## config.mk

```make
export PLATFORM = sky130hd
export DESIGN_NAME = shape_stats_unit
export DESIGN_NICKNAME = d
export VERILOG_FILES = /design/src/rtl/shape_pkg.sv /design/src/rtl/shape_area_calc.sv /design/src/rtl/shape_stats_unit.sv
export SDC_FILE = /design/constraint.sdc
export NUM_CORES = 2
export LEC_CHECK = 0
export ABC_AREA = 1
export ABC_CLOCK_PERIOD_IN_PS = 22600
export BUFFER_PORTS_ARGS = -buffer_cell sky130_fd_sc_hd__buf_2
export CAP_MARGIN = 25
export CORE_ASPECT_RATIO = 0.9
export CORE_UTILIZATION = 40
export DETAILED_ROUTE_END_ITERATION = 8
export SYNTH_ARGS = -nofsm -noshare
export SYNTH_HDL_FRONTEND = slang
export SYNTH_SLANG_ARGS = --single-unit
```

## constraint.sdc

```tcl
create_clock -name clk -period 22.6 [get_ports clk]
set_input_delay 4.52 -clock clk [delete_from_list [all_inputs] [get_ports clk]]
set_output_delay 4.52 -clock clk [all_outputs]
set_load 0.01 [all_outputs]
```

## src/rtl/shape_pkg.sv

```systemverilog
// Shared types for the shape statistics block: shape codes,
// number of reported types and the report FSM states.
package shape_pkg;

    typedef enum logic [1:0] {
        RECTANGLE = 2'd0,
        SQUARE    = 2'd1,
        TRIANGLE  = 2'd2,
        INVALID   = 2'd3
    } shape_t;

    localparam int N_SHAPE_TYPES = 3;
    localparam logic [1:0] LAST_IDX = 2'(N_SHAPE_TYPES - 1);

    typedef enum logic [1:0] {
        ST_IDLE,
        ST_DRAIN,
        ST_REPORT,
        ST_DONE
    } rep_state_t;

endpackage

```

## src/rtl/shape_area_calc.sv

```systemverilog
// Stage S1: decodes the shape code, computes the area and the
// reject flag, and registers the result for accumulation.
module shape_area_calc
    import shape_pkg::*;
#(
    parameter int DIM_W = 16
) (
    input  logic               clk,
    input  logic               rst,
    input  logic               valid_i,
    input  logic [1:0]         type_i,
    input  logic [DIM_W-1:0]   w_i,
    input  logic [DIM_W-1:0]   h_i,
    output logic               valid_o,
    output logic [1:0]         type_o,
    output logic               err_o,
    output logic [2*DIM_W-1:0] area_o
);

    localparam int PW = 2 * DIM_W;

    logic [PW-1:0] wh;
    logic [PW-1:0] ww;
    logic [PW-1:0] area_d;
    logic          err_d;

    logic          valid_q;
    logic [1:0]    type_q;
    logic          err_q;
    logic [PW-1:0] area_q;

    assign wh = PW'(w_i) * PW'(h_i);
    assign ww = PW'(w_i) * PW'(w_i);

    always_comb begin
        area_d = '0;
        err_d  = 1'b0;
        unique case (1'b1)
            (type_i == RECTANGLE): area_d = wh;
            (type_i == SQUARE): begin
                area_d = ww;
                err_d  = (w_i != h_i);
            end
            (type_i == TRIANGLE): area_d = wh >> 1;
            default: err_d = 1'b1;
        endcase
    end

    always_ff @(posedge clk or posedge rst) begin
        if (rst) begin
            valid_q <= 1'b0;
            type_q  <= 2'd0;
            err_q   <= 1'b0;
            area_q  <= '0;
        end else begin
            valid_q <= valid_i;
            if (valid_i) begin
                type_q <= type_i;
                err_q  <= err_d;
                area_q <= area_d;
            end
        end
    end

    assign valid_o = valid_q;
    assign type_o  = type_q;
    assign err_o   = err_q;
    assign area_o  = area_q;

endmodule

```

## src/rtl/shape_stats_unit.sv

```systemverilog
// Streaming shape statistics with per-type count/area and a report FSM.
// Define SHAPE_STATS_SATURATE_EN to saturate counters instead of wrapping.
module shape_stats_unit
    import shape_pkg::*;
#(
    parameter int DIM_W = 16,
    parameter int CNT_W = 16,
    parameter int ACC_W = 40
) (
    input  logic             clk,
    input  logic             rst,
    input  logic             in_valid,
    output logic             in_ready,
    input  logic [1:0]       in_type,
    input  logic [DIM_W-1:0] in_w,
    input  logic [DIM_W-1:0] in_h,
    input  logic             rep_req,
    input  logic             rep_clear,
    output logic             rep_valid,
    input  logic             rep_ready,
    output logic [1:0]       rep_type,
    output logic [CNT_W-1:0] rep_count,
    output logic [ACC_W-1:0] rep_area,
    output logic             rep_done,
    output logic [CNT_W-1:0] err_count
);

    logic             fire;
    logic             s0_valid_q;
    logic [1:0]       s0_type_q;
    logic [DIM_W-1:0] s0_w_q;
    logic [DIM_W-1:0] s0_h_q;

    logic               s1_valid;
    logic [1:0]         s1_type;
    logic               s1_err;
    logic [2*DIM_W-1:0] s1_area;
    logic [ACC_W-1:0]   s1_area_ext;

    logic [CNT_W-1:0] cnt_q [N_SHAPE_TYPES];
    logic [CNT_W-1:0] cnt_d [N_SHAPE_TYPES];
    logic [ACC_W-1:0] acc_q [N_SHAPE_TYPES];
    logic [ACC_W-1:0] acc_d [N_SHAPE_TYPES];
    logic [CNT_W-1:0] err_q;
    logic [CNT_W-1:0] err_d;
    logic             clear_now;

    rep_state_t       state_q;
    logic             rdy_q;
    logic             clr_q;
    logic             drain_q;
    logic [1:0]       idx_q;
    logic [1:0]       nidx;
    logic             rv_q;
    logic             rd_q;
    logic [1:0]       rt_q;
    logic [CNT_W-1:0] rc_q;
    logic [ACC_W-1:0] ra_q;

    function automatic logic [CNT_W-1:0] cnt_inc(input logic [CNT_W-1:0] v);
`ifdef SHAPE_STATS_SATURATE_EN
        cnt_inc = (&v) ? v : v + CNT_W'(1);
`else
        cnt_inc = v + CNT_W'(1);
`endif
    endfunction

    function automatic logic [ACC_W-1:0] acc_add(
        input logic [ACC_W-1:0] a,
        input logic [ACC_W-1:0] b
    );
`ifdef SHAPE_STATS_SATURATE_EN
        logic [ACC_W:0] s;
        s = {1'b0, a} + {1'b0, b};
        acc_add = s[ACC_W] ? '1 : s[ACC_W-1:0];
`else
        acc_add = a + b;
`endif
    endfunction

    assign fire = in_valid & rdy_q;

    // S0: capture the accepted record
    always_ff @(posedge clk or posedge rst) begin
        if (rst) begin
            s0_valid_q <= 1'b0;
            s0_type_q  <= 2'd0;
            s0_w_q     <= '0;
            s0_h_q     <= '0;
        end else begin
            s0_valid_q <= fire;
            if (fire) begin
                s0_type_q <= in_type;
                s0_w_q    <= in_w;
                s0_h_q    <= in_h;
            end
        end
    end

    shape_area_calc #(
        .DIM_W (DIM_W)
    ) u_calc (
        .clk     (clk),
        .rst     (rst),
        .valid_i (s0_valid_q),
        .type_i  (s0_type_q),
        .w_i     (s0_w_q),
        .h_i     (s0_h_q),
        .valid_o (s1_valid),
        .type_o  (s1_type),
        .err_o   (s1_err),
        .area_o  (s1_area)
    );

    assign s1_area_ext = ACC_W'(s1_area);
    assign clear_now   = (state_q == ST_DONE) && clr_q;

    // S2: next-state statistics; also feeds the first report word
    always_comb begin
        for (int i = 0; i < N_SHAPE_TYPES; i++) begin
            cnt_d[i] = cnt_q[i];
            acc_d[i] = acc_q[i];
        end
        err_d = err_q;
        if (s1_valid) begin
            if (s1_err) begin
                err_d = cnt_inc(err_q);
            end else begin
                for (int i = 0; i < N_SHAPE_TYPES; i++) begin
                    if (s1_type == 2'(i)) begin
                        cnt_d[i] = cnt_inc(cnt_q[i]);
                        acc_d[i] = acc_add(acc_q[i], s1_area_ext);
                    end
                end
            end
        end
        if (clear_now) begin
            for (int i = 0; i < N_SHAPE_TYPES; i++) begin
                cnt_d[i] = '0;
                acc_d[i] = '0;
            end
            err_d = '0;
        end
    end

    always_ff @(posedge clk or posedge rst) begin
        if (rst) begin
            for (int i = 0; i < N_SHAPE_TYPES; i++) begin
                cnt_q[i] <= '0;
                acc_q[i] <= '0;
            end
            err_q <= '0;
        end else begin
            for (int i = 0; i < N_SHAPE_TYPES; i++) begin
                cnt_q[i] <= cnt_d[i];
                acc_q[i] <= acc_d[i];
            end
            err_q <= err_d;
        end
    end

    assign nidx = idx_q + 2'd1;

    always_ff @(posedge clk or posedge rst) begin
        if (rst) begin
            state_q <= ST_IDLE;
            rdy_q   <= 1'b1;
            clr_q   <= 1'b0;
            drain_q <= 1'b0;
            idx_q   <= 2'd0;
            rv_q    <= 1'b0;
            rd_q    <= 1'b0;
            rt_q    <= 2'd0;
            rc_q    <= '0;
            ra_q    <= '0;
        end else begin
            rd_q <= 1'b0;
            unique case (state_q)
                ST_IDLE: begin
                    if (rep_req) begin
                        state_q <= ST_DRAIN;
                        clr_q   <= rep_clear;
                        rdy_q   <= 1'b0;
                        drain_q <= 1'b0;
                    end
                end
                ST_DRAIN: begin
                    // S0 and S1 are empty two cycles after intake stops
                    if (drain_q) begin
                        state_q <= ST_REPORT;
                        idx_q   <= 2'd0;
                        rv_q    <= 1'b1;
                        rt_q    <= 2'd0;
                        rc_q    <= cnt_d[0];
                        ra_q    <= acc_d[0];
                    end else begin
                        drain_q <= 1'b1;
                    end
                end
                ST_REPORT: begin
                    if (rep_ready) begin
                        if (idx_q == LAST_IDX) begin
                            state_q <= ST_DONE;
                            rv_q    <= 1'b0;
                            rd_q    <= 1'b1;
                        end else begin
                            idx_q <= nidx;
                            rt_q  <= nidx;
                            rc_q  <= cnt_q[nidx];
                            ra_q  <= acc_q[nidx];
                        end
                    end
                end
                ST_DONE: begin
                    state_q <= ST_IDLE;
                    rdy_q   <= 1'b1;
                    clr_q   <= 1'b0;
                end
            endcase
        end
    end

    assign in_ready  = rdy_q;
    assign rep_valid = rv_q;
    assign rep_done  = rd_q;
    assign rep_type  = rt_q;
    assign rep_count = rc_q;
    assign rep_area  = ra_q;
    assign err_count = err_q;

endmodule

```

==> flow_summary.ini <==
[outcome]
run_status = complete, no violations

[clock_network]
cts_setup_buffers = 0
cts_buffers = 39
ctsHtreeMaxLevel = 2
clk_latency_ps = 590
cts_tree = done
hold_buffers = 0
cts_root_buf = clkbuf_16
cts_sinks = 320
clk_path_buf_depth = 3
cts_resized = 0
path_clk_slew_ps = 60

[worst_setup_path]
crit_family = adder cells
regToRegStartpoint = s0_w_q[10]
worst_r2r_endpoint = u_calc.area_o[23]
crit_fanout = 18
cp.arrival_ps = 6990
crit_chain = buf_4 > nand2_1 > fa_1 > fa_1 > inv_1 > fa_1 > fa_1 > fa_1 > inv_1 > fa_1 > inv_1 > ha_1 > nand2_1 > inv_1 > nand3_1 > nor3_1 > nand4_1 > nand3_1 > nand2_1 > nand3_1 > nand3_1 > nand2_1 > nand2_1
worst-setup-path-type = flop to flop
worst_setup_path_end_kind = flop
critPathBufInv = 5
required_ps = 23070
r2r_cells = 23
rrSetupSlack_ps = 16080
crit_slowest_cell = dfrtp_1
cp_slowest_stage_delay_ps = 950
critPathLaunchType = flop
critPathMostFrequentCell = fa_1

[floorplanning]
die_area_um2 = 99600
ios = 117
die_w_um = 333
rows = 108
core_area_um2 = 96900
die_h_um = 300
initial_core_util = 0.406

[global_routing]
grt_pass1_wl_um = 205000
grt_max_degree = 77
overflow = 0
antenna_found_initial = 2
track_usage = 0.264
grt_pass1_vias = 35800

[detailed_routing]
vias = 36500
detail_route.wl_per_cell_um = 18.6
drt_first_pass_iters = 6
drt-total-wl_um = 130000
via_per_inst = 5.22
detail-route-antenna-nets = 0
drc = 0
first_iter_violations = 3264

[place]
place.gp.congestion = 1.02
place_ws_ps = 15720
place.port_buffers = 116
dpl.hpwl_um = 103000

[layout]
fillerInstances = 10100
multi_input_area_um2 = 26200
num_antenna_cells = 0
finalNetCount = 6412
ff_latch_area_um2 = 8020
final_common_cell = nand2_1
area_growth_pct = 7.75
final_cell_mix = nand2_1, inv_1, nor2_1, fa_1, o21ai_0
drive_gt1_frac = 0.0528

[synthesis]
async_reset_ff_frac = 1.00
syn_area_um2 = 39400
ys.flop_type = dfrtp_1
synth-edff-count = 0
ys_seq_elements = 320
synth_cell_types = 61
syn_inst = 5678
syn_avg_cell_area_um2 = 6.93
ys_warn_count = 0
synth_seq_area_share = 0.204
synth_nets = 6404

[worst_hold_path]
min_from = rep_area[38]
min_path_cells = 2
hold_class = flop to flop
hold_end = rep_area[38]

[timing]
setup_viol = 0
fin_tns_setup_ps = 0
fin_crit_ps = 6520
grt_setup_unrepaired = no
hold_viol = 0
fin_crit_sh = 0.289
worstMarginPinSlew_ps = 982
maxSlewViolCount = 0
max_freq_mhz = 153
slew_headroom = 0.345
clock_skew_ps = 22.0
final.setup.worst_slack_ps = 16080

[run]
cap_violations = 0
## final cells by class
cell class	instances	area share
multi-input combinational	3997	0.618
tap	1265	0.0373
clock buffer	54	0.0260
clock inverter	18	0.00460
inverter	1173	0.104
timing repair buffer	155	0.0214
sequential	320	0.189
## registers in the layout, indices dropped and copies added, names as in the netlist, 16 cells and up
name and cells:
s0_h_q 16, s0_w_q 16, rep_count 16, cnt_q 48, rep_area 40, err_count 16, u_calc.area_o 32, acc_q 120
## worst register-to-register path, stage by stage (launching register included)
cell and delay (ps):
dfrtp_1 950, buf_4 380, nand2_1 130, fa_1 540, fa_1 520, inv_1 50, fa_1 550, fa_1 430
fa_1 510, inv_1 50, fa_1 490, inv_1 50, ha_1 380, nand2_1 100, inv_1 80, nand3_1 140
nor3_1 310, nand4_1 260, nand3_1 140, nand2_1 90, nand3_1 90, nand3_1 100, nand2_1 70, nand2_1 50
## worst max path at each step
| stage | startpoint | end | slack [ps] | cells after the start |
|---|---|---|---|---|
| finish | s0_w_q[10] | u_calc.area_o[23] | 16080 | 23 |
| global route | s0_w_q[10] | u_calc.area_o[24] | 15660 | 23 |
| CTS | s0_w_q[10] | u_calc.area_o[28] | 16120 | 22 |
| detailed placement | rst | rep_area[21] | 15720 | 4 |
| global placement | rst | rep_count[14] | 15720 | 4 |
| floorplan | rst | acc_q[0] | 9230 | 1 |
## layer usage
metal  share of wire  wire length (µm)  global-route usage  vias up
li1                -                 -                   -    17700
met1            0.48             63000               0.395    17600
met2            0.43             55700               0.405     1082
met3           0.068              8810              0.0336      140
met4           0.019              2420              0.0518        2
met5         0.00010                13                   0        -
## Yosys cell counts, types with 19 or more instances
cell,instances,area [µm²]
nand4_1,39,244
xor2_1,24,210
dfrtp_1,319,7980
o21ai_1,51,255
xnor2_1,21,184
clkbuf_1,133,499
nor3_1,62,310
o21bai_1,20,150
nand3_1,261,1310
o22ai_1,27,169
nor2_1,385,1450
buf_2,37,185
nor4_1,19,119
a21o_1,19,143
inv_1,1157,4340
a31oi_1,25,156
o21ai_0,337,1690
ha_1,327,4090
fa_1,359,7190
a21oi_1,326,1630
nand2_1,1583,5940
## metrics by stage
| stage | std cells | util | area (µm²) | hold WS (ps) |
|---|---|---|---|---|
| 2_1_floorplan | 5678 | - | 39400 | 352 |
| 3_3_place_gp | 6908 | 0.424 | 41100 | 461 |
| 3_5_place_dp | 6908 | 0.424 | 41100 | 462 |
| 4_1_cts | 6980 | 0.437 | 42400 | 479 |
| 5_1_grt | 6982 | 0.438 | 42400 | 503 |
| 6_report | 6982 | 0.438 | 42400 | 474 |
## cell families (layout without fill, tap and decap cells)
logic type	after synthesis	after routing	synth area share
AND/OR/NAND/NOR	2419	2419	0.253
AO/OA/AOI/OAI	847	847	0.115
XOR/XNOR	45	45	0.0100
adder cells (fa/ha/maj)	686	686	0.287
buffers and inverters	1361	1400	0.131
flip-flops	320	320	0.204
Power is not shown: default switching activity piles up to over one toggle a cycle in this logic, so the estimate is an artifact.
